==> config.mk <==
export PLATFORM = sky130hd
export DESIGN_NAME = scan_sequencer
export DESIGN_NICKNAME = d
export VERILOG_FILES = /design/src/rtl/scan_sequencer.sv
export SDC_FILE = /design/constraint.sdc
export NUM_CORES = 1
export LEC_CHECK = 0
export ABC_AREA = 1
export CAP_MARGIN = 20
export CORE_UTILIZATION = 52
export DETAILED_ROUTE_END_ITERATION = 7
export GPL_TIMING_DRIVEN = 0
export PLACE_DENSITY = 0.77
export SLEW_MARGIN = 20
export SYNTH_ARGS = -nofsm -noshare
export SYNTH_HDL_FRONTEND = slang
export SYNTH_SLANG_ARGS = --single-unit
==> constraint.sdc <==
create_clock -name clk -period 4.8 [get_ports clk]
set_input_delay 0.48 -clock clk [delete_from_list [all_inputs] [get_ports clk]]
set_output_delay 0.48 -clock clk [all_outputs]
set_load 0.05 [all_outputs]
==> src/rtl/scan_sequencer.sv <==
// Scanline sequencer: walks a small table of transmit parameters, holds each
// set stable for a setup window, fires the transmitter and waits for completion.
module scan_sequencer #(
  parameter int DW_INPUT     = 8,
  parameter int DW_ANGLE     = 8,
  parameter int DW_POINTS    = 13,
  parameter int NUM_LINES    = 8,
  parameter int SETUP_CYCLES = 7,
  parameter int TIMEOUT      = 65535,
  localparam int AW = (NUM_LINES > 1) ? $clog2(NUM_LINES) : 1
) (
  input  logic                 clk,
  input  logic                 rst_n,
  input  logic                 cfg_we,
  input  logic [AW-1:0]        cfg_addr,
  input  logic [DW_INPUT-1:0]  cfg_r_0,
  input  logic [DW_ANGLE-1:0]  cfg_angle,
  input  logic [DW_POINTS-1:0] cfg_num_points,
  input  logic [AW:0]          num_lines,
  input  logic                 continuous,
  input  logic                 start,
  input  logic                 abort,
  output logic [DW_INPUT-1:0]  tx_r_0,
  output logic [DW_ANGLE-1:0]  tx_angle,
  output logic [DW_POINTS-1:0] tx_num_points,
  output logic                 tx_initiate,
  input  logic                 tx_done,
  output logic                 busy,
  output logic [AW-1:0]        line_idx,
  output logic                 frame_done,
  output logic                 cfg_reject,
  output logic                 err_timeout
);

  localparam int EW      = DW_INPUT + DW_ANGLE + DW_POINTS;
  localparam int SC      = (SETUP_CYCLES < 1) ? 1 : SETUP_CYCLES;
  localparam int TO      = (TIMEOUT < 1) ? 1 : TIMEOUT;
  localparam int CNT_MAX = (SC > TO) ? SC : TO;
  localparam int CW      = $clog2(CNT_MAX + 1);

  typedef enum logic [2:0] {
    IDLE,
    SETUP,
    FIRE,
    WAIT_DONE,
    FRAME_END
  } state_t;

  state_t          state_reg, state_next;
  logic [AW-1:0]   line_reg, line_next;
  logic [CW-1:0]   cnt_reg, cnt_next;
  logic [AW:0]     nl_reg;
  logic            cont_reg;
  logic [EW-1:0]   tx_entry_reg;
  logic            frame_done_reg, frame_done_next;
  logic            cfg_reject_reg;
  logic            err_reg;
  logic            load_tx, capture, err_set, err_clr;
  logic            tbl_we, start_ok, last_line;
  logic [EW-1:0]   cfg_entry;
  logic [EW-1:0]   entry_rd [NUM_LINES];

  assign tbl_we    = cfg_we && (state_reg == IDLE);
  assign cfg_entry = {cfg_r_0, cfg_angle, cfg_num_points};
  assign start_ok  = (num_lines != '0) && (num_lines <= (AW + 1)'(NUM_LINES));
  assign last_line = ({1'b0, line_reg} == (nl_reg - (AW + 1)'(1)));

  // One register per table entry so the whole table clears on reset.
  genvar gi;
  generate
    for (gi = 0; gi < NUM_LINES; gi++) begin : gen_entry
      logic [EW-1:0] entry_reg;
      always_ff @(posedge clk or negedge rst_n) begin
        if (!rst_n) begin
          entry_reg <= '0;
        end else if (tbl_we && (cfg_addr == AW'(gi))) begin
          entry_reg <= cfg_entry;
        end
      end
      assign entry_rd[gi] = entry_reg;
    end
  endgenerate

  always_comb begin
    state_next      = state_reg;
    line_next       = line_reg;
    cnt_next        = cnt_reg;
    load_tx         = 1'b0;
    capture         = 1'b0;
    frame_done_next = 1'b0;
    err_set         = 1'b0;
    err_clr         = 1'b0;
    if (abort) begin
      state_next = IDLE;
      line_next  = '0;
      cnt_next   = '0;
    end else begin
      case (state_reg)
        IDLE: begin
          if (start) begin
            if (start_ok) begin
              state_next = SETUP;
              line_next  = '0;
              cnt_next   = '0;
              load_tx    = 1'b1;
              capture    = 1'b1;
              err_clr    = 1'b1;
            end else begin
              frame_done_next = 1'b1;
            end
          end
        end
        SETUP: begin
          if (cnt_reg == CW'(SC - 1)) begin
            state_next = FIRE;
            cnt_next   = '0;
          end else begin
            cnt_next = cnt_reg + CW'(1);
          end
        end
        FIRE: begin
          state_next = WAIT_DONE;
          cnt_next   = '0;
        end
        WAIT_DONE: begin
          // A completion arriving on the final timeout cycle still counts.
          if (tx_done) begin
            cnt_next = '0;
            if (last_line) begin
              state_next      = FRAME_END;
              frame_done_next = 1'b1;
            end else begin
              state_next = SETUP;
              line_next  = line_reg + AW'(1);
              load_tx    = 1'b1;
            end
          end else if (cnt_reg == CW'(TO - 1)) begin
            state_next = IDLE;
            line_next  = '0;
            cnt_next   = '0;
            err_set    = 1'b1;
          end else begin
            cnt_next = cnt_reg + CW'(1);
          end
        end
        FRAME_END: begin
          line_next = '0;
          cnt_next  = '0;
          if (cont_reg) begin
            state_next = SETUP;
            load_tx    = 1'b1;
          end else begin
            state_next = IDLE;
          end
        end
        default: begin
          state_next = IDLE;
          line_next  = '0;
          cnt_next   = '0;
        end
      endcase
    end
  end

  always_ff @(posedge clk or negedge rst_n) begin
    if (!rst_n) begin
      state_reg      <= IDLE;
      line_reg       <= '0;
      cnt_reg        <= '0;
      nl_reg         <= '0;
      cont_reg       <= 1'b0;
      tx_entry_reg   <= '0;
      frame_done_reg <= 1'b0;
      cfg_reject_reg <= 1'b0;
      err_reg        <= 1'b0;
    end else begin
      state_reg      <= state_next;
      line_reg       <= line_next;
      cnt_reg        <= cnt_next;
      frame_done_reg <= frame_done_next;
      cfg_reject_reg <= cfg_we && (state_reg != IDLE);
      if (load_tx) begin
        tx_entry_reg <= entry_rd[line_next];
      end
      if (capture) begin
        nl_reg   <= num_lines;
        cont_reg <= continuous;
      end
      if (err_clr) begin
        err_reg <= 1'b0;
      end else if (err_set) begin
        err_reg <= 1'b1;
      end
    end
  end

  assign tx_r_0        = tx_entry_reg[EW-1 -: DW_INPUT];
  assign tx_angle      = tx_entry_reg[DW_POINTS +: DW_ANGLE];
  assign tx_num_points = tx_entry_reg[DW_POINTS-1:0];
  assign tx_initiate   = (state_reg == FIRE);
  assign busy          = (state_reg != IDLE);
  assign line_idx      = line_reg;
  assign frame_done    = frame_done_reg;
  assign cfg_reject    = cfg_reject_reg;
  assign err_timeout   = err_reg;

endmodule

== Word level (Yosys, flattened, before mapping) ==
Index checks and enable logic that the tools add are counted.
Storage, ports and cells
  register bits: 291
  input bits: 43
Operators by class
  add/sub/neg operators: 3
  equality and inequality tests: 18
  bitwise gates (word level): 1
  magnitude comparators: 2
  multiplexer cells: 47
  reductions and logical operators: 19
Operators by type and width (count)
  $mux 16: 6
  $bmux 29 s3: 1
  $mux 29: 2
  $pmux 16 s3: 1
  $mux 3: 13
  $mux 1: 20
  $add 16x1->16 const B: 1
  $eq 16x16->1 const B: 1
  $eq 16x3->1 const B: 1
  $eq 3x3->1 const B: 5
  $pmux 3 s5: 1
  $eq 3x2->1 const B: 4
  $logic_and 1x1->1: 11
  $ne 3x3->1 const B: 3
  $pmux 3 s3: 1
  $eq 3x1->1 const B: 2
  $logic_not 3->1: 2
  $eq 3x4->1: 1
  $ge 4x4->1 const B: 1
  $le 4x4->1 const B: 1
  $ne 4x4->1 const B: 1
  $not 3->4: 1
  $reduce_and 4->1: 1
  $reduce_bool 4->1: 1
  8 further kinds: 8

== Logic depth before layout (Yosys ltp) ==
Gate-level depths: netlist of the first run.
  depth in word-level cells: 10
  depth in mapped cells: 21
  gate-level depth less buffers: 19

== Least setup slack after synthesis of the first run ==
No wires, ideal clock.
  kind: register to register
  from: register line_reg[2] (netlist: line_idx[2])
  to: register tx_entry_reg[17]
  setup slack: 2.625 ns
  path buffers: 2
  cell stages (with the launch flop): 16
  data required time: 4.682 ns
  arrival: 2.057 ns
  period minus slack after synthesis: 2.175 ns
  cell sequence: dfrtp_1 > inv_1 > nand2_1 > nand2_1 > nand2_1 > nand2_1 > nand3_2 > nand3_1 > nand2_2 > buf_2 > buf_2 > nand4_1 > nand3_1 > nand3_1 > nand3_1 > nand2_1
On the way
  cells in the longest elaborated chain, start to end: 9
RTL lines
  start, declared: RTL line 50  | logic [AW-1:0] line_reg, line_next;
  start signal, assigned: RTL line 178  | line_reg <= line_next;
  $add 3x1->3 or $eq 3x4->1 (tied branches): RTL line 134, 66
  $mux 3: RTL line 129  | if (last_line) begin
  $mux 3: RTL line 127  | if (tx_done) begin
  $pmux 3 s3: RTL line 98  | case (state_reg)
  $mux 3: RTL line 93  | if (abort) begin
  $not 3->4 (not written as such): RTL line 183  | tx_entry_reg <= entry_rd[line_next];
  $bmux 29 s3: RTL line 183
  $mux 29 (not written as such) (2 in series): RTL line 183
  end signal, assigned: RTL line 183
  end, declared: RTL line 54  | logic [EW-1:0] tx_entry_reg;
Parallel ways exist; a longest one is shown, timed or not. The select of a mux whose other input is x is not followed.
A chain may end at the register's enable or synchronous reset.

== Final worst setup path of the first run ==
  from: register nl_reg[0]
  to: register tx_entry_reg[19]
On the way
  cells in the longest elaborated chain, start to end: 10
RTL lines
  start, declared: RTL line 52  | logic [AW:0] nl_reg;
  start signal, assigned: RTL line 186  | nl_reg <= num_lines;
  $sub 4x1->4: RTL line 66  | assign last_line = ({1'b0, line_reg} == (nl_reg - (AW + 1)'(1)));
  $eq 3x4->1: RTL line 66
  $mux 3: RTL line 129
  $mux 3: RTL line 127
  $pmux 3 s3: RTL line 98
  $mux 3: RTL line 93
  named net line_next[2]: RTL line 50
  $not 3->4 (not written as such): RTL line 183
  $bmux 29 s3: RTL line 183
  $mux 29 (not written as such) (2 in series): RTL line 183
The timed path passes the listed nets, and every way through them passes these cells. The select of a mux whose other input is x is not followed.

==> flow_metrics.py, run 1 <==
metrics = {
    "run_status": {
        "status": "finished clean",
    },
    "placement": {
        "dpl.cell_count": 2278,
        "place_area_um2": 15700,
        "port_buffers": 78,
        "hpwl_mm": 30.1,
        "pre_cts_slack_ns": 1.69,
        "globalplace.congestion": 0.910,
    },
    "timing": {
        "rsz0062_at_grt": "no",
        "skew_ns": 0.0113,
        "fin_crit_ns": 2.99,
        "period_share_pct": 62.2,
        "finalHoldViolations": 0,
        "fin_ws_ns": 1.81,
        "worstMarginPinSlew_ns": 0.790,
        "setup_viol": 0,
        "max-slew-margin-rel_pct": 46.8,
        "slew_violations": 0,
        "fmaxAchievable_ghz": 0.335,
    },
    "setup_path": {
        "crit_path_max_incr_delay_ns": 0.61,
        "r2r_end": "tx_entry_reg[19]",
        "crit_family": "simple AND/OR/NAND/NOR gates",
        "worstPathMaxFanout": 10,
        "worstRegToRegCells": 14,
        "crit_type": "register to register",
        "crit_path_top_delay_cell": "clkbuf_1",
        "required_ns": 5.24,
        "critPathLaunchType": "register",
        "worst_setup_path_end_kind": "register",
        "cp.arrival_ns": 3.43,
        "worstPathBufferInverterCount": 3,
        "r2r_start": "nl_reg[0]",
        "crit_chain": "inv_1, ha_1, xnor2_1, nor2_1, nand3_2, nand3_1, nand2_1, nand3_1, nand3_1, inv_1, clkbuf_1, nand3_1, nand3_1, nand2_1",
        "r2r_slack_ns": 1.81,
        "cp_common_cell": "nand3_1",
    },
    "clock_tree": {
        "cts_made_buffers": 31,
        "cts_buffer_depth": 3,
        "post_cts_buffers": 0,
        "cts_resized": 0,
        "cts_max_level": 1,
        "cts_root_buf": "clkbuf_16",
        "cts.sinks": 291,
        "clk_latency_ns": 0.56,
        "hold_buffers": 1,
        "cts_tree": "built",
        "clk_pin_slew_ns": 0.06,
    },
    "power": {
        "power_density_nw_per_um2": 591,
        "internal_power_mw": 6.02,
        "switching_share_pct": 38.7,
        "pwr-share-seq_pct": 40.6,
        "p_comb_share_pct": 36.5,
        "power.switching_mw": 3.80,
        "irDropWorstVdd_v": 0.000534,
        "clkPwrFrac_pct": 22.8,
        "leakage_nw": 8.02,
        "total_power_mw": 9.83,
    },
    "global_routing": {
        "overflow": 0,
        "grt_pass1_wl_mm": 69.3,
        "grt_pass1_vias": 13029,
        "antenna_found_initial": 1,
        "grt_usage_pct": 31.1,
        "grt_max_degree": 99,
    },
    "synthesis": {
        "synthXorXnorAreaFrac_pct": 0.548,
        "syn_inst": 1856,
        "synth.net_count": 1903,
        "ys_types": 37,
        "yosysWarnings": 0,
        "synth_compound_area_share_pct": 9.33,
        "synth_area_um2": 14400,
        "synth_area_per_cell_um2": 7.75,
        "synth-seq-area-share_pct": 50.6,
        "synth_top_family_by_area": "simple AND/OR/NAND/NOR gates",
        "synth-seq-cells": 291,
        "synth_fa_ha_area_share_pct": 0.348,
        "yosys.area_share.simple_pct": 27.1,
        "synth_mux_area_share_pct": 0,
    },
    "detailed_routing": {
        "dr.pass1.iters": 6,
        "detail-route-antenna-nets": 0,
        "drc": 0,
        "vias": 13507,
        "drt_iter0_markers": 1565,
        "wirelength_mm": 43.3,
        "wire_per_inst_um": 18.5,
        "via_per_inst": 5.78,
    },
    "floorplan": {
        "die_h_um": 168,
        "ios": 80,
        "rows": 60,
        "initial_utilization_pct": 53.2,
        "fp.coreArea_um2": 27000,
        "die-area_um2": 28300,
        "chipWidth_um": 168,
    },
    "finish": {
        "area_growth_pct": 15.6,
        "layout_commonest_cell": "nand2_1",
        "largest_reg_flops": 232,
        "instances_no_fill": 2335,
        "regArea_um2": 7280,
        "multiInputGateArea_um2": 5360,
        "drive_gt1_share_pct": 6.17,
        "nets": 2018,
        "mostFrequentLayoutCells": "457 x nand2_1, 303 x inv_1, 291 x dfrtp_1",
        "n_antenna_cell": 0,
        "fillers": 2311,
        "utilization_pct": 61.5,
        "stdcell_area_um2": 16600,
    },
    "min_path": {
        "min_path_type": "input port to async pin",
    },
    "job": {
        "max-cap-violations": 0,
    },
}
-- layout make-up --
cell class	count	area share (%)
tap	341	2.57
inverter	307	6.93
timing repair buffer	82	5.28
clock buffer	49	5.43
multi-input combinational	1133	32.3
clock inverter	7	0.211
buffer	125	3.52
sequential	291	43.8
-- how the worst max path moves through the flow --
stage / slack, ns / from / end / cells past startpoint
global route: 1.67 / nl_reg[0] / tx_entry_reg[18] / 15
CTS: 1.94 / nl_reg[0] / tx_entry_reg[19] / 14
finish: 1.81 / nl_reg[0] / tx_entry_reg[19] / 14
global placement: -9.24 / rst_n / gen_entry[6].entry_reg[20] / 1
detailed placement: 1.69 / abort / tx_entry_reg[18] / 9
floorplan: 2.62 / line_idx[2] / tx_entry_reg[17] / 15
-- layer usage --
metal	wire [um]	up-vias	global-route usage, %
met4	1740	2	11.7
met2	19600	731	49.3
met5	15	-	0
met1	17900	6433	43.3
li1	-	6190	-
met3	4020	151	4.68
-- Yosys cell counts --
cell,instances,area share [%]
a21oi_1,9,0.31
a21oi_2,1,0.061
a221oi_1,1,0.061
a22oi_1,1,0.052
a31o_2,1,0.061
a31oi_1,2,0.087
and3_1,1,0.044
buf_1,7,0.18
buf_2,45,1.6
buf_4,8,0.42
buf_6,4,0.31
clkbuf_1,61,1.6
clkinv_1,1,0.026
dfrtp_1,291,51
ha_1,4,0.35
inv_1,303,7.9
inv_2,3,0.078
nand2_1,457,12
nand2_2,6,0.26
nand3_1,222,7.7
nand3_2,2,0.14
nand3_4,1,0.12
nand3b_1,1,0.052
nand4_1,123,5.4
nor2_1,28,0.73
nor2_2,2,0.087
nor2_4,2,0.16
nor3_1,6,0.21
nor4_1,6,0.26
o21a_1,1,0.052
o21ai_0,243,8.5
o21ai_1,1,0.035
o21bai_1,1,0.052
o22ai_1,1,0.044
o31ai_1,1,0.052
xnor2_1,4,0.24
xor2_1,5,0.30
-- worst register-to-register path, cell delays in order, from the launching register on --
cell and delay (ns):
dfrtp_1 0.39, inv_1 0.13, ha_1 0.26, xnor2_1 0.13
nor2_1 0.12, nand3_2 0.13, nand3_1 0.10, nand2_1 0.06
nand3_1 0.06, nand3_1 0.22, inv_1 0.17, clkbuf_1 0.61
nand3_1 0.26, nand3_1 0.16, nand2_1 0.06
-- power groups by stage --
stage / sequential [mW] / combinational, mW / clock [mW]
3_5_place_dp: 4.01 / 3.51 / 0
3_3_place_gp: 4.00 / 3.39 / 0
4_1_cts: 3.98 / 3.55 / 2.26
2_1_floorplan: 4.38 / 2.00 / 0
6_report: 3.99 / 3.59 / 2.24
5_1_grt: 4.10 / 4.00 / 2.35
-- cell families (layout without fill, tap and decap cells) --
family	after synthesis	count (layout)
buffers and inverters	432	570
DFF	291	291
adders and majority gates	4	4
and+or+nand+nor	857	857
AOI/OAI and AO/OA	263	263
xor gates and xnor gates	9	9
-- per-stage QoR --
stage,TNS (ns),hold slack [ns]
finish,0,0.444
global route,0,0.487
CTS,0,0.465
detailed placement,0,0.450
global placement,-2683.33,0.465
floorplan,0,0.184
(Power assumes the default switching activity.)
==> run 2, diff against run 1 <==
==> constraint.sdc (replaced) <==
create_clock -name clk -period 3 [get_ports clk]
set_input_delay 0.3 -clock clk [delete_from_list [all_inputs] [get_ports clk]]
set_output_delay 0.3 -clock clk [all_outputs]
set_load 0.05 [all_outputs]
==> flow_metrics.py, run 2 (synthesis gave the netlist of run 1 again) <==
metrics = {
    "global_routing": {
        "grt_pass1_vias": 13029,
        "grt_max_degree": 99,
        "antenna_found_initial": 1,
        "overflow": 0,
        "grt_pass1_wl_mm": 69.3,
        "grt_usage_pct": 31.1,
    },
    "finish": {
        "regArea_um2": 7280,
        "layout_commonest_cell": "nand2_1",
        "mostFrequentLayoutCells": "457 x nand2_1, 303 x inv_1, 291 x dfrtp_1",
        "instances_no_fill": 2335,
        "nets": 2018,
        "multiInputGateArea_um2": 5360,
        "area_growth_pct": 15.6,
        "n_antenna_cell": 0,
        "drive_gt1_share_pct": 6.27,
        "largest_reg_flops": 232,
        "fillers": 2310,
    },
    "power": {
        "total_power_mw": 15.7,
        "leakage_nw": 8.02,
        "power_density_nw_per_um2": 946,
        "irDropWorstVdd_v": 0.000855,
    },
    "timing": {
        "rsz0062_at_grt": "yes",
        "max-slew-margin-rel_pct": 51.2,
        "skew_ns": 0.0105,
        "fin_ws_ns": 0.156,
        "slew_violations": 0,
        "hold_ws_ns": 0.267,
        "fin_crit_ns": 2.84,
        "finalHoldViolations": 0,
        "fmaxAchievable_ghz": 0.352,
        "worstMarginPinSlew_ns": 0.730,
        "period_share_pct": 94.8,
        "setup_viol": 0,
    },
    "placement": {
        "globalplace.congestion": 0.910,
        "pre_cts_slack_ns": 0.0733,
        "hpwl_mm": 30.1,
        "port_buffers": 78,
        "dpl.cell_count": 2278,
    },
    "setup_path": {
        "r2r_start": "nl_reg[0]",
        "worstPathMaxFanout": 10,
        "worstRegToRegCells": 14,
        "cp.arrival_ns": 3.28,
        "crit_type": "register to register",
        "required_ns": 3.44,
        "r2r_end": "tx_entry_reg[18]",
        "r2r_slack_ns": 0.16,
        "worst_setup_path_end_kind": "register",
        "critPathLaunchType": "register",
    },
    "floorplan": {
        "chipWidth_um": 168,
        "die_h_um": 168,
        "die-area_um2": 28300,
        "ios": 80,
        "rows": 60,
        "initial_utilization_pct": 53.2,
        "fp.coreArea_um2": 27000,
    },
    "detailed_routing": {
        "wire_per_inst_um": 18.5,
        "detail-route-antenna-nets": 0,
        "wirelength_mm": 43.3,
        "drt_iter0_markers": 1602,
        "drc": 0,
        "via_per_inst": 5.78,
        "dr.pass1.iters": 8,
        "vias": 13488,
    },
    "clock_tree": {
        "cts.sinks": 291,
        "post_cts_buffers": 0,
        "cts_root_buf": "clkbuf_16",
        "cts_buffer_depth": 3,
        "cts_tree": "built",
        "clk_pin_slew_ns": 0.06,
        "cts_max_level": 1,
        "cts_made_buffers": 31,
        "clk_latency_ns": 0.56,
    },
    "job": {
        "max-cap-violations": 0,
    },
    "run_status": {
        "status": "finished clean",
    },
    "min_path": {
        "min_path_type": "input port to async pin",
    },
}
==> run 2: layer usage <==
layer	vias to the layer above	routed length, um	GRT usage [%]
met5	-	15	0
met4	2	1620	11.7
met3	123	3980	4.68
met2	715	19700	49.3
met1	6449	17900	43.3
li1	6199	-	-
==> run 2: cell type report <==
type | count | share of cell area [%]
buffer | 125 | 3.55
clock buffer | 49 | 5.43
clock inverter | 7 | 0.211
inverter | 307 | 6.93
multi-input combinational | 1133 | 32.2
sequential | 291 | 43.8
tap | 341 | 2.57
timing repair buffer | 82 | 5.28
==> run 2: repair_timing <==
item / CTS / global route
hold buffers: 1 / 0
hold endpoints to repair: 56 / 0
gates resized for setup: 0 / 4
endpoints found under the setup margin: 0 / 10
==> run 2: how the worst max path moves through the flow <==
stage | end | start | depth (start not counted) | slack [ns]
floorplan | tx_entry_reg[17] | line_idx[2] | 15 | 0.82
global route | tx_entry_reg[18] | nl_reg[0] | 13 | -0.003
global placement | gen_entry[6].entry_reg[20] | rst_n | 1 | -10.86
CTS | tx_entry_reg[19] | nl_reg[0] | 14 | 0.14
finish | tx_entry_reg[18] | nl_reg[0] | 14 | 0.16
detailed placement | tx_entry_reg[18] | abort | 9 | 0.07
==> run 2: power breakdown <==
group / internal, mW / leakage (nW) / switching [mW]
Sequential: 5.72 / 3.56 / 0.680
Combinational: 1.88 / 4.00 / 3.86
Clock: 2.04 / 0.467 / 1.55
==> run 2: metrics by stage <==
| stage | setup TNS (ns) | cell area [um^2] | utilization, % |
|---|---|---|---|
| floorplan | 0 | 14400 | - |
| global placement | -3154.75 | 15600 | 57.7 |
| detailed placement | 0 | 15700 | 58.0 |
| CTS | 0 | 16600 | 61.5 |
| global route | -0.00268 | 16600 | 61.5 |
| finish | 0 | 16600 | 61.5 |
==> run 2: worst max-delay path: stages (launching register included) <==
cell	delay, ns
dfrtp_1	0.39
inv_1	0.12
ha_1	0.26
xnor2_1	0.13
nor2_1	0.12
nand3_2	0.13
nand3_1	0.10
nand2_1	0.06
nand3_1	0.06
nand3_1	0.22
inv_1	0.17
clkbuf_1	0.49
nand3_1	0.19
nand3_1	0.19
nand2_1	0.08
==> run 3, diff against run 2 <==
--- a/config.mk
+++ b/config.mk
@@ -8,6 +8,7 @@
 export ABC_AREA = 1
 export CAP_MARGIN = 20
 export CORE_UTILIZATION = 52
+export CTS_CLUSTER_SIZE = 30
 export DETAILED_ROUTE_END_ITERATION = 7
 export GPL_TIMING_DRIVEN = 0
 export PLACE_DENSITY = 0.77
==> results of run 3 <==
Same layout as run 2: the final DEF is identical, and so are final timing and power.
==> variant 1: new RTL, flow settings as in run 3 <==
Change the parameter `SETUP_CYCLES` from 7 to 9.
--- a/src/rtl/scan_sequencer.sv
+++ b/src/rtl/scan_sequencer.sv
@@ -6,5 +6,5 @@
   parameter int DW_POINTS    = 13,
   parameter int NUM_LINES    = 8,
-  parameter int SETUP_CYCLES = 7,
+  parameter int SETUP_CYCLES = 9,
   parameter int TIMEOUT      = 65535,
   localparam int AW = (NUM_LINES > 1) ? $clog2(NUM_LINES) : 1
Check against the original RTL: not equivalent (Yosys sat finds a counterexample within 10 cycles, from zero or initial values and one cycle with rst_n low).
==> variant 1 against run 3 <==
Wire length rose by 2.8%; design area fell by 1.4%; largest cell class unchanged; worst setup slack got worse by 17 ps; total power fell by 0.80%; first-iteration DRC count fell by 15%; sequential power fell by 0.6%; critical path depth fell by 2; sequential cell count did not move; area after synthesis rose by 0.37%.
==> variant 1: results (changes against run 3) <==
outcome=finished clean; dpl ws=-4.99 ps (-78.3 ps); top post-synthesis cells by count=nand2_1, dfrtp_1, inv_1; area of the multi-input gates=0.00536 mm^2 (about the same); routed wl met3=5.03 mm (+26%); Largest stage delay, worst path=530 ps (+40 ps); Seq area share=44.4% (+0.61 points); Initial DRC Count=1368 (-15%); antenna violations before repair=2 (+1); reg-to-reg setup timing slack=140 ps (-20 ps); number of global-route vias before repair=13100 (+0.25%); Max VDD drop=0.000747 V (-13%); share of cells above drive strength 1=6.81% (+0.54 points); measured slew at the worst slew-check pin=858 ps (+129 ps); post-route core utilization=60.5% (-1.0 points); Top Metal Used=met4; Plain + repair buffers=206 (-0.48%); layout net count=1985 (-1.6%); Yosys cell types=38 (+2.7%); Worst Skew=8.56 ps (-1.95 ps); Placement Cell Area=0.0155 mm^2 (-1.3%); post-route minimum period=2860 ps (+16.5 ps); Inverters=279 (-9.1%); HP Class=input pin to flip-flop; ranking of synthesized cells by area=dfrtp_1, nand2_1, o21ai_0; total power=15.6 mW (-0.80%); buffering overhead=8.16% (-0.67 points); Syn Nets=1900 (-0.16%); M2 GR Usage=48.6% (-0.70 points); crit path DAT=3310 ps (+30 ps); via-per-instance ratio=5.84 (+1.0%); diodes inserted=2 (+2)
==> variant 1: cell count changes in the layout (fill, tap and decap cells not counted), sizes merged, moves of 5 or more <==
cell,delta
clkinv,-6
nor2,-6
nand3,-6
clkbuf,+15
nor4,+5
nand2,-6
inv,-27
nor3,+5
buf,+10
clkdlybuf4s50,-30
==> variant 1: per-stage QoR <==
stage                     cells  TNS (ps)  hold slack (ps)
after floorplan            1852         0             4.41
after global placement     2272  -3172030              465
after detailed placement   2275     -4.99              252
after CTS                  2324         0             46.0
after global routing       2325         0             68.2
final                      2326         0             59.5
==> variant 1: logic make-up (layout without fill, tap and decap cells) <==
family | after synthesis | after routing | share of synthesized area [%]
AND/OR/NAND/NOR | 852 | 852 | 26.8
flip-flops | 291 | 291 | 50.4
AO/OA/AOI/OAI | 263 | 263 | 9.31
XOR/XNOR | 7 | 7 | 0.425
multiplexers | 1 | 1 | 0.0693
buffers and inverters | 433 | 533 | 12.5
adder cells (fa/ha/maj) | 5 | 5 | 0.433
other | 0 | 2 | 0
==> variant 2: new RTL, settings of run 3 <==
Without the edit above. The 5 states of `state_t` get a one-hot encoding in 5 bits.
--- a/src/rtl/scan_sequencer.sv
+++ b/src/rtl/scan_sequencer.sv
@@ -39,10 +39,10 @@
   localparam int CW      = $clog2(CNT_MAX + 1);
 
-  typedef enum logic [2:0] {
-    IDLE,
-    SETUP,
-    FIRE,
-    WAIT_DONE,
-    FRAME_END
+  typedef enum logic [4:0] {
+    IDLE      = 5'b00001,
+    SETUP     = 5'b00010,
+    FIRE      = 5'b00100,
+    WAIT_DONE = 5'b01000,
+    FRAME_END = 5'b10000
   } state_t;
 
Behaviour: same outputs for any inputs over 4 cycles, from zero or initial values and one cycle with rst_n low; so few cycles prove little.
==> variant 2 against run 3 <==
Total power shrank 16%; count of clock-buffer cells in the layout down 9; highest routed layer is now met4; critical path type unchanged; design area grew 1.7%; sequential cell count grew 2; clock skew fell by 1.9 ps; area after synthesis up 0.58%; worst setup slack worse by 4.2 ps; largest power group unchanged; wire length is 0.78% higher; critical endpoint is now gen_entry[4].entry_reg[26]$_DFFE_PN0P_.
==> variant 2: results (changes against run 3) <==
outcome=finished clean; via-per-instance ratio=5.72 (-0.98%); M1 GR Usage=43.6% (+0.29 points); Post-DP HPWL=29.1 mm (-3.3%); Syn Nets=1918 (+0.79%); drt first pass iters=6 (-2); filler instances=2336 (+1.1%); reg-to-reg endpoint=gen_entry[4].entry_reg[26]$_DFFE_PN0P_; Leak Pwr=8.44 nW (+5.2%); antenna violations before repair=0 (-1); crit path DAT=3220 ps (-60 ps); met3 usage in global routing=5.73% (+1.1 points); measured slew at the worst slew-check pin=738 ps (+8.22 ps); post-synthesis sequential area ratio=50.7% (+0.061 points); Final Non-Filler Cells=2382 (+2.0%); Avg Inst Size Synth=7.73 um^2 (-0.22%); cells on worst reg2reg path=12 (-2); number of global-route vias before repair=12900 (-0.92%); layout net count=2033 (+0.74%); Yosys cell types=33 (-11%); M2 GR Usage=49.3% (about the same); HP Class=input pin to flip-flop; Sw Ratio=33.1% (-5.6 points); Max VDD drop=0.000467 V (-45%); routability cong.=0.916 (+0.73%); WL/cell=18.3 um (-1.2%); Hold WS=196 ps (-71.2 ps)
## variant 2: cell types whose count changed after synthesis, sizes merged, moves of 3 or more
| cell | change |
|---|---|
| o22ai | +3 |
| nor2 | +11 |
| buf | -14 |
| nor3 | +3 |
| inv | +3 |
| xor2 | -3 |
| clkbuf | +11 |
## variant 2: through the flow
step / total power, mW / util [%] / setup TNS, ps / cell area (um^2)
after floorplan: 8.07 / - / 0 / 14500
after global placement: 9.00 / 58.0 / -3168000 / 15700
after detailed placement: 9.15 / 58.3 / 0 / 15800
after CTS: 13.3 / 62.4 / 0 / 16900
after global routing: 14.1 / 62.4 / 0 / 16900
final: 13.3 / 62.4 / 0 / 16900
## variant 2: metal layers
layer,up-vias,wire [um]
met5,-,0
met3,128,4600
met4,0,1440
li1,6249,-
met1,6440,17600
met2,808,19900
## variant 2: cell type report
class                           instances  area, um^2  area share [%]
Sequential cell                       293        7330            43.4
Timing Repair Buffer                   82         878            5.19
Multi-Input combinational cell       1146        5410            32.0
Clock inverter                         17         235            1.39
Tap cell                              372         465            2.75
Clock buffer                           40         860            5.08
Inverter                              310        1160            6.88
Buffer                                122         568            3.36
## variant 2: cell families (layout without fill, tap and decap cells)
logic type	Yosys count	after routing	share of synthesized area [%]
AO/OA/AOI/OAI	264	264	9.27
XOR/XNOR	5	5	0.303
adder cells (fa/ha/maj)	4	4	0.346
buffers and inverters	432	571	11.9
flip-flops	293	293	50.7
AND/OR/NAND/NOR	873	873	27.4
## variant 2: worst max-delay path, cell delays in order, from the launching register on
cell	delay (ps)
dfrtp_1	400
nor2_2	180
nand3_1	110
nor2_2	180
inv_2	100
nor2_1	100
inv_1	80
nor2_1	320
nand2_1	190
clkbuf_1	350
clkbuf_1	390
nand2_1	130
o21ai_0	150
